<file path="src/rtl/ep_core_param.sv">
// Parametrised accumulator processor: program RAM, accumulator datapath and a
// FETCH/DECODE/EXECUTE controller with an Enter-handshaked INPUT and a HALT state.
module ep_core_param #(
    parameter  int DATA_W = 8,
    localparam int ADDR_W = DATA_W - 3
) (
    input  logic              Clock,
    input  logic              Reset,
    input  logic [DATA_W-1:0] Input,
    input  logic              Enter,
    input  logic              ProgWr,
    input  logic [ADDR_W-1:0] ProgAddr,
    input  logic [DATA_W-1:0] ProgData,
    output logic [DATA_W-1:0] Output,
    output logic              Halt,
    output logic              Aeq0,
    output logic              Apos,
    output logic [ADDR_W-1:0] PC,
    output logic [DATA_W-1:0] IR,
    output logic [2:0]        State
);

    localparam int DEPTH = 2 ** ADDR_W;
    localparam logic [ADDR_W-1:0] PC_STEP = {{(ADDR_W-1){1'b0}}, 1'b1};

    typedef enum logic [2:0] {
        ST_START   = 3'd0,
        ST_FETCH   = 3'd1,
        ST_DECODE  = 3'd2,
        ST_EXECUTE = 3'd3,
        ST_HALT    = 3'd7
    } state_t;

    localparam logic [2:0] OP_LOAD  = 3'b000;
    localparam logic [2:0] OP_STORE = 3'b001;
    localparam logic [2:0] OP_ADD   = 3'b010;
    localparam logic [2:0] OP_SUB   = 3'b011;
    localparam logic [2:0] OP_INPUT = 3'b100;
    localparam logic [2:0] OP_JZ    = 3'b101;
    localparam logic [2:0] OP_JPOS  = 3'b110;
    localparam logic [2:0] OP_HALT  = 3'b111;

    state_t              state_r;
    state_t              state_s;
    logic [ADDR_W-1:0]   pc_r;
    logic [DATA_W-1:0]   ir_r;
    logic [DATA_W-1:0]   a_r;
    logic                halt_r;
    logic [DATA_W-1:0]   mem_r [0:DEPTH-1];

    logic [2:0]          opcode_s;
    logic [ADDR_W-1:0]   ir_addr_s;
    logic [ADDR_W-1:0]   mem_addr_s;
    logic [DATA_W-1:0]   mem_rdata_s;
    logic                aeq0_s;
    logic                apos_s;
    logic                store_en_s;
    logic                prog_en_s;

    assign opcode_s    = ir_r[DATA_W-1 -: 3];
    assign ir_addr_s   = ir_r[ADDR_W-1:0];
    assign mem_rdata_s = mem_r[mem_addr_s];
    assign aeq0_s      = (a_r == {DATA_W{1'b0}});
    assign apos_s      = !aeq0_s && !a_r[DATA_W-1];

    // Reset suppresses STORE, and program loading is only open while the core is
    // parked (in reset or halted), so the two write ports can never collide.
    assign store_en_s = !Reset && (state_r == ST_EXECUTE) && (opcode_s == OP_STORE);
    assign prog_en_s  = ProgWr && (Reset || (state_r == ST_HALT));

    // RAM address: the program counter while fetching, the operand field otherwise.
    always_comb begin
        mem_addr_s = ir_addr_s;
        if (state_r == ST_FETCH) begin
            mem_addr_s = pc_r;
        end else begin
            mem_addr_s = ir_addr_s;
        end
    end

    // Controller next-state logic.
    always_comb begin
        state_s = state_r;
        case (state_r)
            ST_START:   state_s = ST_FETCH;
            ST_FETCH:   state_s = ST_DECODE;
            ST_DECODE: begin
                if (opcode_s == OP_HALT) begin
                    state_s = ST_HALT;
                end else begin
                    state_s = ST_EXECUTE;
                end
            end
            ST_EXECUTE: begin
                if ((opcode_s == OP_INPUT) && !Enter) begin
                    state_s = ST_EXECUTE;
                end else begin
                    state_s = ST_FETCH;
                end
            end
            ST_HALT:    state_s = ST_HALT;
            default:    state_s = ST_START;
        endcase
    end

    // Controller state, PC, IR and accumulator registers.
    always_ff @(posedge Clock) begin
        if (Reset) begin
            state_r <= ST_START;
            halt_r  <= 1'b0;
            pc_r    <= {ADDR_W{1'b0}};
            ir_r    <= {DATA_W{1'b0}};
            a_r     <= {DATA_W{1'b0}};
        end else begin
            state_r <= state_s;
            halt_r  <= (state_s == ST_HALT);
            case (state_r)
                ST_FETCH: begin
                    ir_r <= mem_rdata_s;
                    pc_r <= pc_r + PC_STEP;
                end
                ST_EXECUTE: begin
                    // Jump tests use A as it stands entering EXECUTE.
                    case (opcode_s)
                        OP_LOAD:  a_r <= mem_rdata_s;
                        OP_ADD:   a_r <= a_r + mem_rdata_s;
                        OP_SUB:   a_r <= a_r - mem_rdata_s;
                        OP_INPUT: begin
                            if (Enter) begin
                                a_r <= Input;
                            end
                        end
                        OP_JZ: begin
                            if (aeq0_s) begin
                                pc_r <= ir_addr_s;
                            end
                        end
                        OP_JPOS: begin
                            if (apos_s) begin
                                pc_r <= ir_addr_s;
                            end
                        end
                        default: ;
                    endcase
                end
                default: ;
            endcase
        end
    end

    // Program RAM write port; contents deliberately survive Reset.
    always_ff @(posedge Clock) begin
        if (store_en_s) begin
            mem_r[ir_addr_s] <= a_r;
        end else if (prog_en_s) begin
            mem_r[ProgAddr] <= ProgData;
        end
    end

    assign Output = a_r;
    assign Halt   = halt_r;
    assign Aeq0   = aeq0_s;
    assign Apos   = apos_s;
    assign PC     = pc_r;
    assign IR     = ir_r;
    assign State  = state_r;

endmodule

</file>
<file path="config.mk">
export PLATFORM = sky130hd
export DESIGN_NAME = ep_core_param
export DESIGN_NICKNAME = d
export VERILOG_FILES = /design/src/rtl/ep_core_param.sv
export SDC_FILE = /design/constraint.sdc
export NUM_CORES = 1
export LEC_CHECK = 0
export ABC_CLOCK_PERIOD_IN_PS = 4900
export CAP_MARGIN = 20
export CORE_UTILIZATION = 45
export CTS_BUF_LIST = sky130_fd_sc_hd__clkbuf_4 sky130_fd_sc_hd__clkbuf_8
export DETAILED_ROUTE_END_ITERATION = 8
export PLACE_DENSITY = 0.7
export SLEW_MARGIN = 10
export SYNTH_ARGS = -nofsm -noshare
export SYNTH_HDL_FRONTEND = slang
export SYNTH_SLANG_ARGS = --single-unit
</file>
<file path="constraint.sdc">
create_clock -name Clock -period 4.9 [get_ports Clock]
set_input_delay 1.47 -clock Clock [delete_from_list [all_inputs] [get_ports Clock]]
set_output_delay 1.47 -clock Clock [all_outputs]
set_load 0.005 [all_outputs]
</file>
# == Yosys cells after proc, flatten, opt, wreduce, memory -nomap -nowiden ==
# Memories as Yosys holds them, arrays and structs flattened.
# Cells that the tools add are included.
# classes
addsub,3
eq_ne,16
n_mux,18
n_reduce_logical,18
# ops
op,n
8-bit one-hot mux with 4 select lines,1
5-bit two-way mux,4
5-bit one-hot mux with 2 select lines,2
"3-bit equality test, second input constant",6
8-bit two-way mux,2
3-bit one-hot mux with 5 select lines,1
"3-bit by 2-bit equality test with 1-bit output, second input constant",4
8-bit adder,1
8-bit logical NOT,1
8-bit OR reduction,1
8-bit subtractor,1
"3-bit by 1-bit equality test with 1-bit output, second input constant",2
3-bit logical NOT,2
1-bit two-way mux,6
"3-bit != test, second input constant",2
"5-bit by 1-bit adder with 5-bit output, second input constant",1
1-bit logical AND,5
1-bit logical NOT,4
4-bit AND reduction,1
4-bit nonzero test,1
3-bit two-way mux,1
"3-bit by 1-bit != test with 1-bit output, second input constant",1
3-bit AND reduction,1
2-bit two-way mux,1
3 further kinds,3
# word_totals
register_bits,25
ramBits,256
inputBits,25
out_inout_bits,27
word_cells,61
mem_count,1
# mem_list
name,words,width,read_ports,rd_ports_with_merged_regs,write_ports,line_no,text
mem_r,32,8,1,0,1,49,logic [DATA_W-1:0] mem_r [0:DEPTH-1];

# == Logic depth before layout (Yosys ltp) ==
# logic_depth
depth_word,8
ltp_mapped,24
depth_no_buf,20

# == Worst setup path before layout ==
# Ideal clock, no wire load.
# synth_timing
kind,register to register
from,"register state_r[1], in the netlist State[1]"
to,"register a_r[7], in the netlist Output[7]"
setup_time_ns,0.062
t_arrival_ns,4.607
t_required_ns,4.838
path_slack_ns,0.230
stages_incl_launch_ff,24
n_path_buf,3
period_less_slack_ns,4.670
cell_sequence,dfxtp_1 > buf_2 > nor3b_2 > buf_2 > mux2i_1 > clkbuf_1 > a21oi_1 > a22oi_1 > o22ai_1 > nor4_2 > inv_1 > ha_1 > nor2_1 > xnor2_1 > ha_1 > inv_1 > o21ai_0 > a21oi_1 > o21ai_0 > a31oi_1 > xnor2_1 > xor2_1 > or3_1 > nand3_1
# synth_via
elab_chain_len,5
elab_cells_between_ends,8
classes_between,2 x add/sub; 2 x eq/ne; 2 x mux; 1 x reduce/logical; 1 x memory
# synth_lines
item,line_no,text
from (decl),43,state_t state_r;
from (signal assigned),115,state_r <= state_s;
3-bit by 1-bit equality test with 1-bit output,74,if (state_r == ST_FETCH) begin
5-bit two-way mux,74,
memory 32 x 8 bit,--,
8-bit subtractor or 8-bit adder (tied branches),"127, 126",
8-bit one-hot mux with 4 select lines,124,case (opcode_s)
to (signal assigned),125,OP_LOAD: a_r <= mem_rdata_s;
to (signal assigned),126,OP_ADD: a_r <= a_r + mem_rdata_s;
to (signal assigned),127,OP_SUB: a_r <= a_r - mem_rdata_s;
to (decl),47,logic [DATA_W-1:0] a_r;
# Parallel ways exist; a longest one is shown, timed or not.
# A chain may end at the register's enable or synchronous reset.

# == Final worst setup path ==
# layout_timing
from,"register state_r[1], in the netlist State[1]"
to,"register a_r[6], in the netlist Output[6]"
# Same word-level chain as after synthesis.

==> metrics.md <==
| Metric | Value |
|---|---|
| Outcome | finished clean |
| Share of flip-flops with an asynchronous set or reset | 0% |
| Share of the yosys chip area belonging to registers | 66.1% |
| Fmax | 207 MHz |
| Placement Rows | 60 |
| Number of inserted diodes | 0 |
| Die ar. | 0.0282 mm² |
| Area of the core region | 0.0270 mm² |
| Number of antenna violations at the first check in global routing | 0 |
| Slew at the pin with the worst max-slew slack | 885 ps |
| # clock sinks | 281 |
| DRC violation total after the first TritonRoute iteration | 972 |
| Number of distinct standard cells referenced by the synthesized netlist | 70 |
| Critical path type | reg2reg |
| Number of nets in the synthesized netlist | 997 |
| Final setup TNS | 0 ps |
| Number of nets in the finished design | 1121 |
| Maximum vdd drop | 0.193 mV |
| Maximum number of pins on one net before global-route repair | 55 |
| Setup ws final | 64.5 ps |
| Crit end category | flip-flop |
| Area of the multi-input gates | 0.00388 mm² |
| Drt wl/cell | 22.7 µm |
| Post-layout instance area | 0.0147 mm² |
| Cell area reported after detailed placement | 0.0137 mm² |
| Top Ports | 52 |
| DIE HEIGHT | 168 µm |
| Post-detailed-route count of antenna-violating nets | 0 |
| CP startpoint | State[1] |
| Final count of pins violating max slew | 0 |
| Cell Area, Synth | 0.0124 mm² |
| Root buffer cell | clkbuf_8 |
| PwrDens | 403 mW/mm² |
| CP max FO | 23 |
| Most common library cell in the layout ignoring fill and taps | edfxtp_1 |
| Number of H-tree levels | 2 |
| Worst-case clock buffer depth | 3 |
| Hpwl dp | 21300 µm |
| Die width | 168 µm |
| Vias in the first global route | 8450 |
| Clock tree from TritonCTS | built |
| Leading cell types in the layout, fill and taps excluded | edfxtp_1, nand2_1, buf_4 |
| Post-Route WL | 33200 µm |
| Number of inserted filler cells in the final layout | 2192 |
| Lkg Pwr | 5.09 nW |
| Hold/Removal Path Class | reg2reg |
| Hold Crit Start | Output[3] |
| Critical path required time | 5320 ps |
| Mean instance size in the synthesized netlist | 12.9 µm² |
| Count of vias placed by the detailed router | 8633 |
| Clock insertion delay at the later pin of the skew report | 560 ps |
| Count of final hold-check violations | 0 |
| Number of enable flip-flop cells after synthesis | 256 |
| Hold bufs inserted after CTS | 0 |
| Nature of the critical path startpoint | flip-flop |
| Gp weighted congestion | 0.889 |
| First-pass GRT wire length | 49800 µm |
| Cell count after synthesis | 962 |
| Fraction of the cycle the final worst path needs | 98.7% |
| Final setup vio count | 0 |
| Remaining DRCs | 0 |
| Starting utilization of the core area | 46.0% |
| FF/Latch Area | 0.00819 mm² |
| Pre-CTS setup slack | 53.7 ps |
| Yosys synthesis warning count | 0 |
| First drt pass iteration count | 5 |
| Register clock-pin slew on the reported worst setup and hold paths | 60 ps |
| Worst flop-to-flop path startpoint | State[1] |
| Data arrival time at the worst-slack endpoint | 5250 ps |
| Global routing usage summed across all routing layers | 23.6% |
| Area growth syn-to-layout | 18.4% |
| Headroom to the max-slew limit | 40.8% |
| Worst Clk Skew | 22.6 ps |
| Number of storage elements in the synthesis netlist | 281 |
| Total of max-cap violations | 0 |
| Routed vias/inst | 5.90 |
| Top_reg_cell synth | edfxtp_1 |
| Number of buffers inserted during clock tree synthesis | 45 |
| Shortest period the worst path allows | 4840 ps |
| Remaining Overflow, GRT | 0 |
| Final hold slack | 552 ps |
| Count of buffers inserted at the top-level ports | 51 |
| Ratio of cells with drive above 1 in the final layout | 17.8% |
-- cells by family after synthesis --
| group | share of synthesized area, % |
|---|---|
| and+or+nand+nor | 12.8 |
| DFF | 66.1 |
| AOI/OAI and AO/OA | 11.0 |
| buffers and inverters | 3.07 |
| muxes | 5.19 |
| xor gates and xnor gates | 0.848 |
| adders and majority gates | 1.07 |
-- critical path: stages (launching register included) --
cell and delay, ps:
dfxtp_1 350, or3b_1 430, buf_12 180, nand2_1 150, buf_4 250, buf_4 230, a221oi_1 90, o21ai_0 460
o21ai_0 370, nor4_4 390, buf_4 220, xor2_1 150, ha_1 280, a21oi_1 210, o21ai_0 120, a21oi_1 210
xnor2_1 110, a221o_1 290, a21oi_1 120, nor3_1 60
-- metal layers --
metal  global-route usage, %  vias up  part of all wire [%]
met1                    31.4     4213                    41
met3                    4.63       73                   8.6
met4                    8.58        0                   2.9
met2                    38.4      432                    48
met5                       0        -                     0
li1                        -     3915                     -
-- where the power goes --
group	switching, mW	internal [mW]
Combinational	0.750	0.474
Clock	0.899	1.06
Sequential	0.0355	2.68
-- path summary, 6_finish.rpt --
path                                   to  slack (ps)  depth (start not counted)
worst max-delay path            Output[6]          60                         19
worst min-delay path            Output[3]         550                          2
worst max register to register  Output[6]          60                         19
worst min register to register  Output[3]         550                          2
-- sequential cells by signal (all words and copies together), names as in the netlist --
register	flops
Output	8
Halt	1
IR	8
State	3
mem_r	256
PC	5
-- cell usage after synthesis, types with 2 or more instances --
| cell type | count | area share (%) |
|---|---|---|
| a221oi_1 | 28 | 2.0 |
| mux2_2 | 15 | 1.4 |
| o31ai_1 | 3 | 0.18 |
| buf_1 | 2 | 0.061 |
| dfxtp_1 | 25 | 4.0 |
| nand2b_1 | 7 | 0.35 |
| xor2_1 | 7 | 0.49 |
| or4_1 | 2 | 0.12 |
| a221o_1 | 8 | 0.65 |
| buf_2 | 25 | 1.0 |
| o21ai_0 | 23 | 0.93 |
| a22oi_1 | 13 | 0.79 |
| ha_1 | 9 | 0.91 |
| buf_4 | 2 | 0.12 |
| a2111oi_0 | 5 | 0.35 |
| nand3_1 | 36 | 1.5 |
| mux2i_1 | 40 | 3.2 |
| xnor2_1 | 5 | 0.35 |
| buf_6 | 9 | 0.82 |
| a221oi_2 | 2 | 0.24 |
| a21oi_1 | 61 | 2.5 |
| nor2_1 | 59 | 1.8 |
| a31oi_1 | 14 | 0.71 |
| and2_1 | 6 | 0.30 |
| o22ai_1 | 12 | 0.61 |
| nor2b_1 | 27 | 1.4 |
| a311oi_1 | 3 | 0.21 |
| a211oi_1 | 8 | 0.48 |
| a21o_1 | 3 | 0.18 |
| nor4_2 | 6 | 0.61 |
| and3_1 | 4 | 0.20 |
| inv_1 | 16 | 0.48 |
| nand4_1 | 10 | 0.50 |
| edfxtp_1 | 256 | 62 |
| nor3b_1 | 5 | 0.30 |
| nand2_1 | 137 | 4.1 |
| mux4_2 | 2 | 0.36 |
| nor3_1 | 17 | 0.69 |
| clkbuf_1 | 19 | 0.58 |
-- per-stage QoR --
step,std cells,total power [mW],utilization [%]
2_1_floorplan,962,3.48,-
3_3_place_gp,1378,3.93,50.9
3_5_place_dp,1378,3.94,50.9
4_1_cts,1460,5.89,54.2
5_1_grt,1462,6.12,54.5
6_report,1462,5.91,54.5
-- timing repair --
action	in CTS	in global routing
buffers inserted	0	1
setup endpoints to repair	0	3
gates resized for setup	0	12
-- final cells by class --
cell class              instances  share of cell area [%]
repair buffers                134                    8.47
flip-flops and latches        281                    55.8
multi-input cells             608                    26.5
inverters                      16                   0.409
well taps                     341                    2.91
clock inverters                19                   0.750
clock buffers                  63                    5.23
Power figures use the tool's default switching activity.
==> RTL edit 1 (same settings) <==
`DATA_W`: 8 -> 6.
--- a/src/rtl/ep_core_param.sv
+++ b/src/rtl/ep_core_param.sv
@@ -1,7 +1,7 @@
 // Parametrised accumulator processor: program RAM, accumulator datapath and a
 // FETCH/DECODE/EXECUTE controller with an Enter-handshaked INPUT and a HALT state.
 module ep_core_param #(
-    parameter  int DATA_W = 8,
+    parameter  int DATA_W = 6,
     localparam int ADDR_W = DATA_W - 3
 ) (
     input  logic              Clock,
Ports: changed (6 resized); port bits go from 52 to 40. No check against the original RTL was run, so the function may have changed too.
==> RTL edit 1 against the original RTL <==
Sequential cell count fell by 214; design area shrank 72%; area after synthesis down 73%; cell count is 70% lower; routed wire length shrank 76%; total power decreased by 73%; clock power fell by 69%; sequential power down 76%; worst setup slack improved by 0.46 ns; die area down 72%; count of clock-buffer cells in the layout decreased by 53; highest routed layer unchanged.
==> RTL edit 1: results (changes against the original RTL) <==
- Status: finished, final reports clean
- Synth Net Count: 329 (-67%)
- Cells after Synth: 302 (-69%)
- Reg clk slew, reported paths: approximately 0.07 ns
- Asr flop ratio synth: 0% (unchanged)
- Ys Warns: 0 (unchanged)
- Met2 WL post-DR: 3990 um (-75%)
- Layout Cells excl Fill: 445 (-70%)
- Synth area leaders: edfxtp_1, dfxtp_1, mux2i_1
- Rel. slew slack: 36.7% (-4.0 points)
- Biggest register: mem_r
- DR WL/cell: 17.8 um (-21%)
- Routed Antenna Nets: 0 (unchanged)
- CP delay by family, top: multiplexers
- Post-CTS sizing: 0 (unchanged)
- Post-CTS Setup Inserts: 0 (unchanged)
- Met1 Usage GRT: 28.6% (-2.8 points)
- Initial antenna violation count: 0 (unchanged)
- H-tree levels: 3 (+1)
- Count of unique library cells instantiated by Yosys: 55 (-21%)
- Area after DPL: 0.00384 mm^2 (-72%)
- Dominant synthesized flop cell: edfxtp_1
- Vias per cell: 5.58 (-5.4%)
- Layout cells sized above 1: 8.96% (-8.9 points)
- Sequential cell area fraction in the yosys report: 53.9% (-12 points)
- CTS Root Cell: clkbuf_8
- Met3 wire length: 425 um (-85%)
- Largest net degree at the start of global routing: 23 (-58%)
- Post-placement cell count: 429 (-69%)
- Vias in the first global route: 2416 (-71%)
- Largest register FFs: 48 (-81%)
- Met2 Track Usage GR: 36.8% (-1.6 points)
- Global-route wire length before repair: 12700 um (-75%)
- Post-synth top cells: edfxtp_1, nand2_1, nor2_1, dfxtp_1, a21oi_1
- Clock buffer depth: 2 (-1)
- IO Port Bufs: 39 (-24%)
- Pre-CTS setup slack: 0.529 ns (+0.475 ns)
- GRT Overall Usage: 22.4% (-1.2 points)
- HP Class: register to register
- GPL Wtd Cong: 0.814 (-8.4%)
- Most common cell after layout, fill and taps aside: edfxtp_1
- DR pass1 iterations: 5 (unchanged)
- Final Worst Setup Slack: 0.520 ns (+0.456 ns)
- Post-synth EDFFs: 48 (-81%)
- Peak VDD IR: 194 uV (+0.42%)
- GRT met3 Usage: 4.29% (-0.34 points)
- Largest stage delay, worst path: 0.54 ns (+0.08 ns)
- Worst Skew: 0.00884 ns (-0.0137 ns)
- Iter 0 DRT Violations: 86 (-91%)
- Slowest cell on the critical path: mux4_2
- Num CTS Buffers: 9 (-80%)
- CP Max Fanout: 17 (-26%)
- DRT met1 WL: 3320 um (-76%)
- Fin nets: 368 (-67%)
- Leakage: 1.41 nW (-72%)
- Post-DP HPWL: 5730 um (-73%)
- Fillers: 633 (-71%)
- Clock latency on the worst-skew pair: 0.34 ns (-0.22 ns)
[RTL edit 1: cell types whose count changed in the layout (fill, tap and decap cells not counted), moves of 33 or more]
cell / change
buf_4: -71
clkbuf_8: -38
edfxtp_1: -208
nand3_1: -33
nand2_1: -108
a21oi_1: -43
[RTL edit 1: cells by family after synthesis]
| logic type | synth area share (%) |
|---|---|
| adder cells (fa/ha/maj) | 3.19 |
| AO/OA/AOI/OAI | 14.4 |
| XOR/XNOR | 1.82 |
| multiplexers | 8.71 |
| buffers and inverters | 3.26 |
| flip-flops | 53.9 |
| AND/OR/NAND/NOR | 14.7 |
[RTL edit 1: layout make-up]
class	count	area, um^2	area share [%]
timing repair buffer	42	413	10.1
tap	99	124	3.02
sequential	67	1820	44.4
clock buffer	10	131	3.20
clock inverter	6	128	3.11
inverter	10	37.5	0.915
multi-input combinational	211	1450	35.2
[RTL edit 1: final timing paths]
path	cells after the start	end	start	slack, ns
max	17	Output[5]	State[0]	0.52
min	2	Output[4]	Output[4]	0.56
max reg2reg	17	Output[5]	State[0]	0.52
min reg2reg	2	Output[4]	Output[4]	0.56
[RTL edit 1: worst min-delay path, cell delays in order (launching register included)]
cell and delay (ns):
dfxtp_1 0.36, nor2_1 0.11, nor3_1 0.05
[RTL edit 1: report_power, final]
part | internal (W) | switching [W]
clock | 0.000392 | 0.000206
sequential | 0.000631 | 0.0000273
combinational | 0.000166 | 0.000193
[RTL edit 1: through the flow]
| step | hold slack, ns | util, % |
|---|---|---|
| finish | 0.559 | 56.5 |
| global route | 0.604 | 56.5 |
| CTS | 0.563 | 56.5 |
| detailed placement | 0.551 | 53.0 |
| global placement | 0.552 | 53.0 |
| floorplan | 0.514 | - |
==> RTL edit 2 (same settings) <==
Made on the original files. The output `Halt` loses its register stage (`halt_r` becomes a continuous assignment).
--- a/src/rtl/ep_core_param.sv
+++ b/src/rtl/ep_core_param.sv
@@ -107,13 +107,11 @@
     always_ff @(posedge Clock) begin
         if (Reset) begin
             state_r <= ST_START;
-            halt_r  <= 1'b0;
             pc_r    <= {ADDR_W{1'b0}};
             ir_r    <= {DATA_W{1'b0}};
             a_r     <= {DATA_W{1'b0}};
         end else begin
             state_r <= state_s;
-            halt_r  <= (state_s == ST_HALT);
             case (state_r)
                 ST_FETCH: begin
                     ir_r <= mem_rdata_s;
@@ -148,6 +146,8 @@
         end
     end
 
+    assign halt_r = (state_s == ST_HALT);
+
     // Program RAM write port; contents deliberately survive Reset.
     always_ff @(posedge Clock) begin
         if (store_en_s) begin
Function: changed (a bounded check fails within 4 cycles, from zero or initial values and one cycle with Reset high).
==> RTL edit 2 against the original RTL <==
Clock power rose by 7%; cell count rose by 7.7%; highest routed layer unchanged; worst setup slack improved by 0.063 ns; die area rose by 1.8%; clock skew fell by 0.0032 ns; area after synthesis rose by 1.8%; sequential cell count fell by 1; routed wire length rose by 6.7%; total power rose by 8.0%; critical path type unchanged; design area rose by 6.9%; sequential power barely moved; via count rose by 7.3%.
==> RTL edit 2: results (changes against the original RTL) <==
- Synth area leaders: edfxtp_1, mux2i_1, nand2_1
- Synth Net Count: 1005 (+0.80%)
- Slowest cell on the critical path: or3b_4
- Leakage: 5.70 nW (+12%)
- Sequential cell area fraction in the yosys report: 64.7% (-1.3 points)
- Largest net degree at the start of global routing: 33 (-40%)
- Largest register FFs: 256 (unchanged)
- Status: finished, final reports clean
- Post-DP HPWL: 23400 um (+9.7%)
- Num CTS Buffers: 46 (+2.2%)
- Global-route wire length before repair: 51600 um (+3.6%)
- IO Port Bufs: 51 (unchanged)
- CP Max Fanout: 7 (-70%)
- Largest stage delay, worst path: 0.42 ns (-0.04 ns)
- Fillers: 2202 (+0.46%)
- Post-synth EDFFs: 256 (unchanged)
- Worst Skew: 0.0193 ns (-0.00325 ns)
- Fin nets: 1202 (+7.2%)
- R2r setup slk: 0.13 ns (+0.06 ns)
- Area after DPL: 0.0143 mm^2 (+4.3%)
- Peak VDD IR: 195 uV (+0.90%)
- Final Max Tran Viols: 0 (unchanged)
- Iter 0 DRT Violations: 974 (+0.21%)
- Vias in the first global route: 8626 (+2.1%)
- Layout cells sized above 1: 25.0% (+7.2 points)
- GRT Overall Usage: 24.3% (+0.73 points)
- CP arrival: 5.21 ns (-0.04 ns)
- Post-Route WL: 35400 um (+6.7%)
- Via Count: 9263 (+7.3%)
- Rel. slew slack: 43.3% (+2.6 points)
- GPL Wtd Cong: 0.998 (+12%)
- Count of unique library cells instantiated by Yosys: 73 (+4.3%)
- Post-synth top cells: edfxtp_1, nand2_1, nor2_1, mux2i_1, a21oi_1
[RTL edit 2: cell type report]
cell class	count	area, um^2	area share [%]
Inverter	19	71.3	0.454
Multi-Input combinational cell	613	4230	27.0
Clock inverter	15	116	0.741
Clock buffer	68	823	5.25
Timing Repair Buffer	207	1820	11.6
Sequential cell	280	8170	52.1
Tap cell	372	465	2.97
[RTL edit 2: worst reg2reg max path, cell delays in order (launching register included)]
cell and delay (ns):
dfxtp_2 0.33, or3b_4 0.42, buf_12 0.17, a21o_4 0.24
buf_4 0.14, buf_4 0.12, a221oi_1 0.40, a211oi_1 0.11
o22ai_2 0.24, nor4_4 0.07, inv_1 0.11, ha_4 0.14
buf_4 0.11, nand2b_4 0.06, o41ai_4 0.42, xor2_1 0.12
ha_1 0.36, a21o_1 0.21, o21a_1 0.19, or3_1 0.32
and3b_1 0.18, mux2i_1 0.13, o31ai_1 0.08
[RTL edit 2: report_power, final]
group / internal (W) / switching, W
sequential: 0.00268 / 0.0000376
combinational: 0.000707 / 0.000871
clock: 0.00118 / 0.000908
[RTL edit 2: final timing paths]
check / from / end / depth (start not counted)
worst max register to register: State[0] / Output[7] / 22
worst max-delay path: State[0] / Output[7] / 22
worst min-delay path: Output[0] / Output[0] / 2
worst min register to register: Output[0] / Output[0] / 2
[RTL edit 2: cells by family (layout without fill, tap and decap cells)]
| kind of cell | after synthesis | in the layout | synth area share, % |
|---|---|---|---|
| fa+ha+maj | 10 | 10 | 1.05 |
| flops | 280 | 280 | 64.7 |
| buf+inv | 78 | 309 | 3.30 |
| mux | 83 | 83 | 7.17 |
| xor+xnor | 9 | 9 | 0.625 |
| simple gates | 321 | 321 | 12.4 |
| compound gates | 189 | 190 | 10.7 |
[RTL edit 2: per-stage QoR]
stage          utilization [%]  setup slack [ns]  hold WS, ns  std cells
3_3_place_gp              52.6           0.00296        0.530       1468
2_1_floorplan                -          0.000952        0.505        970
5_1_grt                   57.6           -0.0754        0.553       1574
4_1_cts                   56.1            0.0340        0.536       1552
6_report                  57.6             0.128        0.544       1574
3_5_place_dp              52.6           -0.0656        0.527       1468
[RTL edit 2: metal layers]
metal	global-route usage, %	wire [um]	up-vias
li1	-	-	4102
met1	33.6	14900	4575
met2	37.7	16100	514
met4	9.87	1230	0
met3	4.85	3270	72
met5	0	0	-
[RTL edit 2: repair_timing]
action                                  CTS  global route
gates cloned                              0             5
resized for setup                         3            33
pin swaps                                 1            21
endpoints found under the setup margin    1             2
setup buffers                             1            18
